==> src/rtl/mem_stage_ctrl.sv <==
// MEM-stage load/store sequencer: one req/ack bus transaction per memory op, with pipeline stall,
// byte-lane steering, load formatting and fault reporting. Optional MEM_TIMEOUT_EN adds a BUSY watchdog.
module mem_stage_ctrl #(
    parameter int TIMEOUT = 64
) (
  input  logic        clk,
  input  logic        rstn,
  input  logic        me_valid,
  input  logic        me_flush,
  input  logic        me_mem_read,
  input  logic        me_mem_write,
  input  logic [2:0]  me_func3_code,
  input  logic [31:0] me_alu_o,
  input  logic [31:0] me_regs_data2,
  output logic        stall_o,
  output logic        dbus_req,
  output logic        dbus_we,
  output logic [31:0] dbus_addr,
  output logic [3:0]  dbus_be,
  output logic [31:0] dbus_wdata,
  input  logic        dbus_ack,
  input  logic        dbus_err,
  input  logic [31:0] dbus_rdata,
  output logic        load_valid,
  output logic [31:0] load_data,
  output logic        fault_valid,
  output logic [1:0]  fault_cause,
  output logic [31:0] fault_addr
);

  typedef enum logic [1:0] {IDLE = 2'd0, BUSY = 2'd1, DONE = 2'd2} state_t;

  state_t      state_q;
  logic        dbus_req_q;
  logic        dbus_we_q;
  logic [31:0] dbus_addr_q;
  logic [3:0]  dbus_be_q;
  logic [31:0] dbus_wdata_q;
  logic [2:0]  func3_q;
  logic [1:0]  k_q;
  logic        load_valid_q;
  logic [31:0] load_data_q;
  logic        fault_valid_q;
  logic [1:0]  fault_cause_q;
  logic [31:0] fault_addr_q;

  logic        access;
  logic        legal;
  logic        aligned;
  logic [3:0]  be_d;
  logic [31:0] wdata_d;
  logic [31:0] rdata_shifted;
  logic [31:0] load_fmt_d;
  logic        timeout_hit;

  assign access = me_valid && !me_flush && (me_mem_read || me_mem_write);

  always_comb begin
    legal = 1'b0;
    if (me_mem_read && !me_mem_write) begin
      case (me_func3_code)
        3'b000, 3'b001, 3'b010, 3'b100, 3'b101: legal = 1'b1;
        default:                                 legal = 1'b0;
      endcase
    end else if (me_mem_write && !me_mem_read) begin
      case (me_func3_code)
        3'b000, 3'b001, 3'b010: legal = 1'b1;
        default:                legal = 1'b0;
      endcase
    end
  end

  always_comb begin
    case (me_func3_code[1:0])
      2'b01:   aligned = !me_alu_o[0];
      2'b10:   aligned = (me_alu_o[1:0] == 2'b00);
      default: aligned = 1'b1;
    endcase
  end

  // Store lanes are steered by the byte offset; loads always fetch the whole word.
  always_comb begin
    be_d    = 4'hF;
    wdata_d = me_regs_data2;
    if (me_mem_write) begin
      case (me_func3_code[1:0])
        2'b00: begin
          be_d    = 4'b0001 << me_alu_o[1:0];
          wdata_d = {4{me_regs_data2[7:0]}};
        end
        2'b01: begin
          be_d    = 4'b0011 << me_alu_o[1:0];
          wdata_d = {2{me_regs_data2[15:0]}};
        end
        default: begin
          be_d    = 4'hF;
          wdata_d = me_regs_data2;
        end
      endcase
    end
  end

  assign rdata_shifted = dbus_rdata >> {k_q, 3'b000};

  always_comb begin
    case (func3_q)
      3'b000:  load_fmt_d = {{24{rdata_shifted[7]}}, rdata_shifted[7:0]};
      3'b001:  load_fmt_d = {{16{rdata_shifted[15]}}, rdata_shifted[15:0]};
      3'b100:  load_fmt_d = {24'h000000, rdata_shifted[7:0]};
      3'b101:  load_fmt_d = {16'h0000, rdata_shifted[15:0]};
      default: load_fmt_d = rdata_shifted;
    endcase
  end

`ifdef MEM_TIMEOUT_EN
  localparam int CNT_W = ($clog2(TIMEOUT) > 8) ? $clog2(TIMEOUT) : 8;
  logic [CNT_W-1:0] cnt_q;
  assign timeout_hit = (cnt_q == CNT_W'(TIMEOUT - 1));
`else
  assign timeout_hit = 1'b0;
`endif

  always_ff @(posedge clk or negedge rstn) begin
    if (!rstn) begin
      state_q       <= IDLE;
      dbus_req_q    <= 1'b0;
      dbus_we_q     <= 1'b0;
      dbus_addr_q   <= '0;
      dbus_be_q     <= '0;
      dbus_wdata_q  <= '0;
      func3_q       <= '0;
      k_q           <= '0;
      load_valid_q  <= 1'b0;
      load_data_q   <= '0;
      fault_valid_q <= 1'b0;
      fault_cause_q <= '0;
      fault_addr_q  <= '0;
`ifdef MEM_TIMEOUT_EN
      cnt_q         <= '0;
`endif
    end else begin
      load_valid_q  <= 1'b0;
      fault_valid_q <= 1'b0;
      case (state_q)
        IDLE: begin
          if (access) begin
            if (legal && aligned) begin
              state_q      <= BUSY;
              dbus_req_q   <= 1'b1;
              dbus_we_q    <= me_mem_write;
              dbus_addr_q  <= {me_alu_o[31:2], 2'b00};
              dbus_be_q    <= be_d;
              dbus_wdata_q <= wdata_d;
              func3_q      <= me_func3_code;
              k_q          <= me_alu_o[1:0];
`ifdef MEM_TIMEOUT_EN
              cnt_q        <= '0;
`endif
            end else begin
              state_q       <= DONE;
              fault_valid_q <= 1'b1;
              fault_cause_q <= 2'b01;
              fault_addr_q  <= me_alu_o;
            end
          end
        end
        BUSY: begin
          if (dbus_err) begin
            state_q       <= DONE;
            dbus_req_q    <= 1'b0;
            fault_valid_q <= 1'b1;
            fault_cause_q <= 2'b10;
            fault_addr_q  <= {dbus_addr_q[31:2], k_q};
          end else if (dbus_ack) begin
            state_q    <= DONE;
            dbus_req_q <= 1'b0;
            if (!dbus_we_q) begin
              load_valid_q <= 1'b1;
              load_data_q  <= load_fmt_d;
            end
          end else if (timeout_hit) begin
            // Request is abandoned; the slave tolerates a dropped req.
            state_q       <= DONE;
            dbus_req_q    <= 1'b0;
            fault_valid_q <= 1'b1;
            fault_cause_q <= 2'b11;
            fault_addr_q  <= {dbus_addr_q[31:2], k_q};
          end
`ifdef MEM_TIMEOUT_EN
          else begin
            cnt_q <= cnt_q + 1'b1;
          end
`endif
        end
        DONE:    state_q <= IDLE;
        default: state_q <= IDLE;
      endcase
    end
  end

  assign stall_o     = ((state_q == IDLE) && access) || (state_q == BUSY);
  assign dbus_req    = dbus_req_q;
  assign dbus_we     = dbus_we_q;
  assign dbus_addr   = dbus_addr_q;
  assign dbus_be     = dbus_be_q;
  assign dbus_wdata  = dbus_wdata_q;
  assign load_valid  = load_valid_q;
  assign load_data   = load_data_q;
  assign fault_valid = fault_valid_q;
  assign fault_cause = fault_cause_q;
  assign fault_addr  = fault_addr_q;

endmodule

==> config.mk <==
export PLATFORM = sky130hd
export DESIGN_NAME = mem_stage_ctrl
export DESIGN_NICKNAME = d
export VERILOG_FILES = /design/src/rtl/mem_stage_ctrl.sv
export SDC_FILE = /design/constraint.sdc
export NUM_CORES = 1
export LEC_CHECK = 0
export BUFFER_PORTS_ARGS = -buffer_cell sky130_fd_sc_hd__buf_2
export CELL_PAD_IN_SITES_DETAIL_PLACEMENT = 1
export CELL_PAD_IN_SITES_GLOBAL_PLACEMENT = 1
export CORE_ASPECT_RATIO = 1.2
export CORE_MARGIN = 1.5
export CORE_UTILIZATION = 42
export DETAILED_ROUTE_END_ITERATION = 16
export PLACE_DENSITY_LB_ADDON = 0.1
export SYNTH_ARGS = -nofsm -noshare
export SYNTH_HDL_FRONTEND = slang
export SYNTH_SLANG_ARGS = --single-unit
==> constraint.sdc <==
create_clock -name clk -period 5 [get_ports clk]
set_clock_uncertainty 0.1 [all_clocks]
set_input_delay 0.5 -clock clk [delete_from_list [all_inputs] [get_ports clk]]
set_output_delay 0.5 -clock clk [all_outputs]
set_load 0.02 [all_outputs]
==> reports/qor.log, run 1 <==
INFO  min_path       hp-class=input port to async pin
INFO  timing         setup_violations=0
INFO  placement      place_congestion=0.7810
INFO  flow_run       max_cap_viol_count=0
INFO  clocking       cts-hold-fix-buffers=0
INFO  detailed_routing finalWirelength=24510um
INFO  timing         fin_crit_sh=0.6184
INFO  clocking       clock_path_buffers=2
INFO  critical_path  path_max_fanout=46
INFO  logic_synthesis synth_fa_ha_area_frac=0.004800
INFO  critical_path  reg2reg_setup_slack=2.03ns
INFO  timing         max_freq=0.3234GHz
INFO  logic_synthesis dominant_combinational_cell_family_by_area_after_synthesis=multiplexers
INFO  clocking       clk_pin_slew=0.07ns
INFO  clocking       clock_buffer_count_from_cts=17
INFO  floorplanning  fp.dieArea=19450um2
INFO  detailed_routing route.detailed.vias_per_inst=5.652
INFO  clocking       cts_setup_buffers=0
INFO  logic_synthesis synthXorXnorAreaFrac=0.001120
INFO  timing         setup_slack=1.908ns
INFO  timing         grt_setup_unrepaired=false
INFO  outcome        status=complete, no violations
INFO  critical_path  cp-end-kind=flip-flop
INFO  timing         finalSetupTns=0ns
INFO  floorplanning  floorplan.initialDensity=0.4287
INFO  grt            grt_antenna_before_repair=3
INFO  floorplanning  fp-row-count=54
INFO  timing         worst_slew_pin_slew=1.183ns
INFO  critical_path  cpPeakStageDelay=0.75ns
INFO  logic_synthesis post_synth_num_cell_types=50
INFO  placement      port_buffer_count=243
INFO  detailed_routing first_pass_iters=4
INFO  timing         hold_violation_total_from_the_final_report=0
INFO  clocking       cts-resized-gates=0
INFO  grt            first_global_vias=7316
INFO  floorplanning  die_h=152.5um
INFO  logic_synthesis synthCells=741
INFO  power_and_ir_drop vdd_drop_max=231.8uV
INFO  critical_path  worst-path-stages=8
INFO  critical_path  timing.rr.end=load_data[23]$_DFFE_PN0P_
INFO  placement      detailedPlace.worstSlack=1.526ns
INFO  cells_and_area layout-drive-gt1-share=0.3879
INFO  detailed_routing via_count=6698
INFO  logic_synthesis postSynthAreaPerCell=10.55um2
INFO  grt            globalRouteOverflowTotal=0
INFO  cells_and_area stdcell_area=9742um2
INFO  detailed_routing drt.antenna.violating_nets=0
INFO  power_and_ir_drop power_density=510.3nW/um2
INFO  power_and_ir_drop total_leakage_power=4.976nW
INFO  critical_path  path_cells=buf_2 > inv_1 > ha_1 > nor2_1 > a221o_2 > or3b_4 > buf_4 > mux2_1
INFO  logic_synthesis synthSimpleGateAreaFrac=0.1432
INFO  grt            gr-usage-all-layers=0.2559
INFO  logic_synthesis synthMuxAreaShare=0.2123
INFO  cells_and_area layout.core_utilization=0.5340
INFO  detailed_routing routed_wire_length_per_instance=20.68um
INFO  critical_path  rr_worst_depth=4
INFO  critical_path  crit_arrival=3.29ns
INFO  critical_path  path_class=input port to flip-flop
INFO  cells_and_area fin_nets=1056
INFO  floorplanning  design.portCount=246
INFO  logic_synthesis async_flop_share=1.000
INFO  critical_path  cp.buffers_inverters=3
INFO  timing         finalWorstPathRequiredPeriod=3.092ns
INFO  logic_synthesis synth_area=7820um2
INFO  critical_path  worstReg2RegStart=k_q[1]$_DFFE_PN0P_
INFO  grt            grt_max_degree=102
INFO  critical_path  timing.critical_path.from_type=input port
INFO  floorplanning  core-area=18240um2
INFO  logic_synthesis synth_warnings=0
INFO  critical_path  critPathSlowestCell=sky130_fd_sc_hd__or3b_4
INFO  timing         slew_violations=0
INFO  timing         slew_headroom=0.2112
INFO  cells_and_area area.growth.synth_to_final=24.58%
INFO  logic_synthesis synth-main-ff-cell=sky130_fd_sc_hd__dfrtp_1
INFO  detailed_routing drt_iter0_drcs=336
INFO  detailed_routing remaining_drc_errors=0
INFO  clocking       worst_skew_pair.late_latency=0.42ns
INFO  critical_path  worst-endpoint-required=5.20ns
INFO  placement      post_dp_cell_area=9101um2
INFO  logic_synthesis postSynthRegisterBits=143
INFO  logic_synthesis ys_seq_area_frac=0.4576
INFO  clocking       htree_levels=4
INFO  logic_synthesis synth_compound_area_frac=0.1296
INFO  placement      dp_hpwl=16070um
INFO  critical_path  critPathTopFamily=simple AND/OR/NAND/NOR gates
INFO  clocking       clock_sink_count=143
INFO  grt            grt_pass1_wl=39490um
INFO  floorplanning  chipWidth=127.6um
INFO  clocking       tritoncts=done
INFO  clocking       cts.root.buffer_cell=sky130_fd_sc_hd__clkbuf_16
INFO  logic_synthesis number_of_synthesized_flops_with_an_enable_pin=0
==> Yosys cell counts (7+ instances only) <==
| cell | n | area share |
|---|---|---|
| sky130_fd_sc_hd__clkbuf_1 | 47 | 0.023 |
| sky130_fd_sc_hd__mux2_4 | 42 | 0.081 |
| sky130_fd_sc_hd__nand3_1 | 34 | 0.022 |
| sky130_fd_sc_hd__mux2_2 | 35 | 0.050 |
| sky130_fd_sc_hd__o311ai_1 | 8 | 0.0090 |
| sky130_fd_sc_hd__o21ai_1 | 10 | 0.0064 |
| sky130_fd_sc_hd__mux2i_1 | 32 | 0.041 |
| sky130_fd_sc_hd__or3b_1 | 33 | 0.037 |
| sky130_fd_sc_hd__a22oi_1 | 8 | 0.0077 |
| sky130_fd_sc_hd__o211ai_1 | 32 | 0.031 |
| sky130_fd_sc_hd__o21ai_0 | 36 | 0.023 |
| sky130_fd_sc_hd__nor2_1 | 24 | 0.012 |
| sky130_fd_sc_hd__nor3_1 | 33 | 0.021 |
| sky130_fd_sc_hd__dfrtp_1 | 143 | 0.46 |
| sky130_fd_sc_hd__nor2b_1 | 19 | 0.015 |
| sky130_fd_sc_hd__a21oi_1 | 41 | 0.026 |
| sky130_fd_sc_hd__inv_1 | 21 | 0.010 |
| sky130_fd_sc_hd__mux2_1 | 26 | 0.037 |
| sky130_fd_sc_hd__nand2_1 | 52 | 0.025 |
| sky130_fd_sc_hd__a211oi_1 | 7 | 0.0067 |
==> worst register-to-register path, stage by stage, from the launching register on <==
cell	delay [ns]
sky130_fd_sc_hd__dfrtp_1	1.01
sky130_fd_sc_hd__nor2b_1	0.64
sky130_fd_sc_hd__a2bb2oi_1	0.20
sky130_fd_sc_hd__a2111o_1	0.71
sky130_fd_sc_hd__o311ai_1	0.21
==> cell families (layout without fill, tap and decap cells) <==
logic type / after synthesis / in the layout
other cells: 1 / 4
compound gates: 160 / 160
mux: 136 / 136
fa+ha+maj: 3 / 3
flops: 143 / 143
buf+inv: 89 / 306
xor+xnor: 1 / 1
simple gates: 208 / 208
==> worst max-delay path by stage <==
| stage | from | endpoint | slack [ns] |
|---|---|---|---|
| 6_report | me_func3_code[1] | dbus_wdata[3]$_DFFE_PN0P_ | 1.91 |
| 5_1_grt | me_func3_code[1] | dbus_wdata[3]$_DFFE_PN0P_ | 1.79 |
| 4_1_cts | me_func3_code[1] | dbus_wdata[3]$_DFFE_PN0P_ | 1.92 |
| 3_5_place_dp | me_func3_code[1] | func3_q[1]$_DFFE_PN0P_ | 1.53 |
| 3_3_place_gp | me_func3_code[1] | dbus_wdata[6]$_DFFE_PN0P_ | 1.64 |
| 2_1_floorplan | me_func3_code[0] | dbus_addr[10]$_DFFE_PN0P_ | 2.53 |
==> report_power, final <==
group	switching (mW)	leakage, nW	internal [mW]	total, mW
Clock	0.539	0.304	0.843	1.38
Combinational	1.08	2.90	0.702	1.78
Sequential	0.288	1.77	1.52	1.81
==> routing by layer <==
layer	vias up	routed length, um	global-route usage
met3	31	1219	0.04846
met1	3387	10350	0.3300
met2	202	12460	0.4306
li1	3078	-	-
met4	0	481	0.08550
met5	-	0	0
==> state kept, by name, summed over array words and instances (netlist names), 2 cells and up <==
signal,cells
dbus_wdata,32
k_q,2
dbus_be,4
fault_cause,2
state_q,2
dbus_addr,30
load_data,32
fault_addr,32
func3_q,3
==> placed cells by master, fill, tap and decap left out, types with 2 or more instances in the layout <==
cell	synthesis	layout
sky130_fd_sc_hd__inv_6	0	3
sky130_fd_sc_hd__a22oi_1	8	8
sky130_fd_sc_hd__clkbuf_16	0	17
sky130_fd_sc_hd__conb_1	1	2
sky130_fd_sc_hd__nor2b_1	19	18
sky130_fd_sc_hd__ha_1	3	3
sky130_fd_sc_hd__nand2b_1	4	4
sky130_fd_sc_hd__bufinv_16	0	4
sky130_fd_sc_hd__buf_2	6	242
sky130_fd_sc_hd__o211ai_1	32	32
sky130_fd_sc_hd__nor3_1	33	33
sky130_fd_sc_hd__mux2_1	26	26
sky130_fd_sc_hd__mux2_2	35	35
sky130_fd_sc_hd__o311ai_1	8	8
sky130_fd_sc_hd__diode_2	0	2
sky130_fd_sc_hd__clkinv_4	0	5
sky130_fd_sc_hd__a211oi_1	7	7
sky130_fd_sc_hd__nand3_1	34	34
sky130_fd_sc_hd__nor2_1	24	24
sky130_fd_sc_hd__o2bb2ai_1	6	6
sky130_fd_sc_hd__nand2_1	52	52
sky130_fd_sc_hd__a21oi_1	41	41
sky130_fd_sc_hd__buf_4	3	9
sky130_fd_sc_hd__o21ai_1	10	9
sky130_fd_sc_hd__mux2_4	42	42
sky130_fd_sc_hd__inv_1	21	21
sky130_fd_sc_hd__or3b_1	33	32
sky130_fd_sc_hd__mux2i_1	32	32
sky130_fd_sc_hd__a21o_1	2	2
sky130_fd_sc_hd__dfrtp_1	143	143
sky130_fd_sc_hd__clkinvlp_4	0	2
sky130_fd_sc_hd__or2_2	2	2
sky130_fd_sc_hd__o21ai_0	36	36
==> area by class of cell <==
type	instances	area, um2
Timing Repair Buffer	252	1290
Sequential cell	143	3578
Tap cell	224	280.3
Inverter	22	82.58
Multi-Input combinational cell	510	3870
Fill cell	2104	8501
Antenna cell	2	5.005
Clock inverter	15	210.2
Clock buffer	17	425.4
==> per-stage QoR <==
stage	std cells	hold slack (ns)	power, mW
floorplan	742	0.1044	2.916
global placement	1151	0.3600	3.518
detailed placement	1151	0.3707	3.607
CTS	1183	0.1334	5.011
global route	1185	0.1570	5.236
finish	1185	0.05335	4.971
(Power assumes the default switching activity.)
==> inputs of run 2 (changes only) <==
ABC_AREA = 1   (was unset)
CORE_UTILIZATION = 37   (was 42)
clock period = 2.92 ns   (was 5 ns; I/O delays follow)
==> reports/qor.log, run 2 <==
INFO  outcome        status=complete, no violations [unchanged]
INFO  cells_and_area most_common_library_cell_in_the_layout_ignoring_fill_and_taps=sky130_fd_sc_hd__nand2_1 [was sky130_fd_sc_hd__buf_2]
INFO  clocking       worst_skew_pair.late_latency=0.42ns [about the same]
INFO  timing         slew_headroom=0.5877 [was 0.2112]
INFO  placement      dp_hpwl=15760um [was 16070 um]
INFO  logic_synthesis synthCells=910 [was 741]
INFO  timing         slew_violations=0 [unchanged]
INFO  min_path       hp-class=input port to flip-flop [was input port to async pin]
INFO  timing         max_freq=0.4592GHz
INFO  logic_synthesis number_of_synthesized_flops_with_an_enable_pin=0 [unchanged]
INFO  floorplanning  design.portCount=246 [unchanged]
INFO  critical_path  cp.buffers_inverters=2 [was 3]
INFO  cells_and_area num_antenna_cells=0 [was 2]
INFO  detailed_routing route.detailed.vias_per_inst=4.753 [was 5.652]
INFO  detailed_routing first_pass_iters=4 [unchanged]
INFO  critical_path  critPathTopFamily=simple AND/OR/NAND/NOR gates [unchanged]
INFO  floorplanning  core-area=19550um2 [was 18240 um2]
INFO  logic_synthesis synth-main-ff-cell=sky130_fd_sc_hd__dfrtp_1 [unchanged]
INFO  critical_path  cpPeakStageDelay=0.47ns [was 0.75 ns]
INFO  logic_synthesis synth.cells.most_frequent=sky130_fd_sc_hd__nand2_1, sky130_fd_sc_hd__dfrtp_1, sky130_fd_sc_hd__inv_1 [was sky130_fd_sc_hd__dfrtp_1, sky130_fd_sc_hd__nand2_1, sky130_fd_sc_hd__clkbuf_1]
INFO  cells_and_area area_used_by_sequential_logic_in_the_layout=3578um2 [unchanged]
INFO  placement      port_buffer_count=243 [unchanged]
INFO  critical_path  path_cells=nor2_4 > nand4_1 > clkinv_1 > nand3_4 > buf_12 > nand2_1 > o21ai_2 [was buf_2 > inv_1 > ha_1 > nor2_1 > a221o_2 > or3b_4 > buf_4 > mux2_1]
INFO  clocking       clock_sink_count=143 [unchanged]
INFO  logic_synthesis yosys.area.top_type_share=0.4840 [was 0.4576]
INFO  critical_path  timing.critical_path.from_type=flip-flop [was input port]
INFO  critical_path  worst-path-stages=7 [was 8]
INFO  floorplanning  chipWidth=132.0um [was 127.6 um]
INFO  floorplanning  die_h=157.9um [was 152.5 um]
INFO  grt            grt_pass1_wl=35600um [was 39490 um]
INFO  critical_path  path_class=flip-flop to flip-flop [was input port to flip-flop]
INFO  grt            first_global_vias=6814 [was 7316]
INFO  flow_run       max_cap_viol_count=0 [unchanged]
INFO  logic_synthesis postSynthAreaPerCell=8.125um2 [was 10.55 um2]
INFO  cells_and_area multi_input_area=3073um2 [was 3870 um2]
INFO  logic_synthesis async_flop_share=1.000 [unchanged]
INFO  logic_synthesis post_synth_main_area_contributors=sky130_fd_sc_hd__dfrtp_1, sky130_fd_sc_hd__nand2_1, sky130_fd_sc_hd__o21ai_2, sky130_fd_sc_hd__nand3_1, sky130_fd_sc_hd__a21oi_1 [was sky130_fd_sc_hd__dfrtp_1, sky130_fd_sc_hd__mux2_4, sky130_fd_sc_hd__mux2_2, sky130_fd_sc_hd__mux2i_1, sky130_fd_sc_hd__mux2_1]
INFO  floorplanning  fp.dieArea=20840um2 [was 19450 um2]
INFO  logic_synthesis post_synth_num_cell_types=28 [was 50]
INFO  clocking       clock_path_buffers=2 [unchanged]
INFO  grt            grt_max_degree=65 [was 102]
INFO  detailed_routing finalWirelength=21880um [was 24510 um]
INFO  floorplanning  fp-row-count=56 [was 54]
INFO  logic_synthesis synth_area_leader_cell=sky130_fd_sc_hd__dfrtp_1 [unchanged]
INFO  clocking       cts_setup_buffers=0 [unchanged]
INFO  clocking       clk_pin_slew=0.06ns [was 0.07 ns]
INFO  cells_and_area layout-drive-gt1-share=0.3316 [was 0.3879]
INFO  critical_path  rr_worst_depth=7 [was 4]
INFO  critical_path  cp-end-kind=flip-flop [unchanged]
INFO  grt            grt_antenna_before_repair=0 [was 3]
INFO  cells_and_area area.growth.synth_to_final=26.32% [was 24.58%]
INFO  timing         fin_crit_sh=0.7457
INFO  clocking       htree_levels=4 [unchanged]
INFO  logic_synthesis postSynthRegisterBits=143 [unchanged]
INFO  grt            gr-usage-all-layers=0.2169 [was 0.2559]
INFO  timing         worst_slew_pin_slew=0.6184ns [was 1.183 ns]
INFO  power_and_ir_drop total_leakage_power=5.156nW [was 4.976 nW]
INFO  grt            globalRouteOverflowTotal=0 [unchanged]
INFO  timing         grt_setup_unrepaired=false [unchanged]
INFO  cells_and_area fin_nets=1246 [was 1056]
INFO  power_and_ir_drop power=8.091mW [was 4.971 mW]
INFO  detailed_routing remaining_drc_errors=0 [unchanged]
INFO  cells_and_area layout.cells.most_common_list=sky130_fd_sc_hd__nand2_1, sky130_fd_sc_hd__buf_2, sky130_fd_sc_hd__dfrtp_1 [was sky130_fd_sc_hd__buf_2, sky130_fd_sc_hd__dfrtp_1, sky130_fd_sc_hd__nand2_1]
INFO  logic_synthesis synth.most_common_cell=sky130_fd_sc_hd__nand2_1 [was sky130_fd_sc_hd__dfrtp_1]
INFO  placement      place_congestion=0.7643 [was 0.7810]
INFO  critical_path  crit_arrival=2.38ns [was 3.29 ns]
INFO  timing         finalSetupTns=0ns [unchanged]
INFO  detailed_routing drt.antenna.violating_nets=0 [unchanged]
INFO  timing         setup_violations=0 [unchanged]
INFO  logic_synthesis ys_seq_area_frac=0.4840 [was 0.4576]
INFO  detailed_routing routed_wire_length_per_instance=15.52um [was 20.68 um]
INFO  min_path       min_path_cells=3
INFO  clocking       tritoncts=done [unchanged]
INFO  detailed_routing via_count=6702 [was 6698]
INFO  critical_path  worst-endpoint-required=3.12ns [was 5.20 ns]
INFO  timing         finalHoldWorstSlack=0.03055ns [was 0.05335 ns]
INFO  critical_path  critPathSlowestCell=sky130_fd_sc_hd__nand3_4 [was sky130_fd_sc_hd__or3b_4]
INFO  logic_synthesis synth_warnings=0 [unchanged]
INFO  logic_synthesis synth_area=7393um2 [was 7820 um2]
INFO  power_and_ir_drop power_density=866.4nW/um2 [was 510.3 nW/um2]
INFO  cells_and_area fill_cells=2453 [was 2104]
INFO  detailed_routing drt_iter0_drcs=301 [was 336]
INFO  critical_path  path_max_fanout=38 [was 46]
INFO  power_and_ir_drop vdd_drop_max=384.0uV [was 231.8 uV]
INFO  floorplanning  floorplan.initialDensity=0.3782 [was 0.4287]
INFO  clocking       cts.root.buffer_cell=sky130_fd_sc_hd__clkbuf_16 [unchanged]
INFO  clocking       clock_buffer_count_from_cts=17 [unchanged]
INFO  timing         finalWorstPathRequiredPeriod=2.178ns
INFO  timing         hold_violation_total_from_the_final_report=0 [unchanged]
-- run 2: cell types whose count changed after synthesis, moves of 35 or more --
cell,previous run,this run
sky130_fd_sc_hd__nand3_1,34,74
sky130_fd_sc_hd__clkbuf_1,47,6
sky130_fd_sc_hd__nand2_1,52,277
sky130_fd_sc_hd__inv_1,21,82
sky130_fd_sc_hd__mux2_2,35,0
sky130_fd_sc_hd__mux2_4,42,0
sky130_fd_sc_hd__nor2_1,24,70
sky130_fd_sc_hd__o21ai_2,0,68
-- run 2: cells by family (layout without fill, tap and decap cells) --
| group | after synthesis | after routing | synth area share |
|---|---|---|---|
| fa+ha+maj | 3 | 3 | 0.005078 |
| buf+inv | 144 | 382 | 0.1019 |
| other cells | 1 | 2 | 0.0005072 |
| simple gates | 438 | 438 | 0.2456 |
| compound gates | 181 | 181 | 0.1630 |
| flops | 143 | 143 | 0.4840 |
-- run 2: worst paths after layout --
| check | slack (ns) | from | end |
|---|---|---|---|
| worst min-delay path | 0.03 | me_alu_o[29] | dbus_addr[29]$_DFFE_PN0P_ |
| worst min register to register | 0.37 | fault_addr[4]$_DFFE_PN0P_ | fault_addr[4]$_DFFE_PN0P_ |
| worst max-delay path | 0.74 | state_q[0]$_DFFE_PN0P_ | dbus_wdata[22]$_DFFE_PN0P_ |
| max in group asynchronous | 1.64 | rstn | dbus_addr[20]$_DFFE_PN0P_ |
| min in group asynchronous | 0.30 | rstn | load_data[3]$_DFFE_PN0P_ |
| worst max register to register | 0.74 | state_q[0]$_DFFE_PN0P_ | dbus_wdata[22]$_DFFE_PN0P_ |
-- run 2: power breakdown --
part           switching [mW]  internal, mW  total (mW)
Sequential              0.380          2.58        2.96
Clock                   0.906          1.29        2.20
Combinational            1.94         0.996        2.94
-- run 2: routing by layer --
| metal | vias up | global-route usage | part of all wire |
|---|---|---|---|
| met5 | - | 0 | 0 |
| met4 | 0 | 0.06720 | 0.019 |
| met3 | 34 | 0.05572 | 0.057 |
| met2 | 178 | 0.3600 | 0.49 |
| met1 | 3156 | 0.2785 | 0.44 |
| li1 | 3334 | - | - |
-- run 2: worst reg2reg max path, cell delays in order, from the launching register on --
cell and delay, ns:
sky130_fd_sc_hd__dfrtp_1 0.43, sky130_fd_sc_hd__nor2_4 0.14, sky130_fd_sc_hd__nand4_1 0.21, sky130_fd_sc_hd__clkinv_1 0.15
sky130_fd_sc_hd__nand3_4 0.47, sky130_fd_sc_hd__buf_12 0.39, sky130_fd_sc_hd__nand2_1 0.10, sky130_fd_sc_hd__o21ai_2 0.06
-- run 2: final cells by class --
cell class                 instances  share of cell area
inverter                          86             0.03457
tap                              261             0.03497
multi-input combinational        624              0.3290
clock inverter                    14             0.01648
sequential                       143              0.3832
clock buffer                      18             0.04703
timing repair buffer             264              0.1547
-- run 2: repair_timing --
action,4_1_cts,5_1_grt
endpoints found under the hold margin,59,0
endpoints found under the setup margin,0,0
resized for setup,0,0
hold buffers,1,0
-- run 2: per-stage QoR --
stage                     utilization  std cells  worst slack (ns)  instance area (um2)
final                          0.4777       1410            0.7425                 9339
after detailed placement       0.4469       1377            0.5068                 8736
after global routing           0.4777       1410            0.5765                 9339
after CTS                      0.4777       1410            0.6938                 9339
after floorplan                     -        911             1.277                 7397
after global placement         0.4469       1377            0.5927                 8736
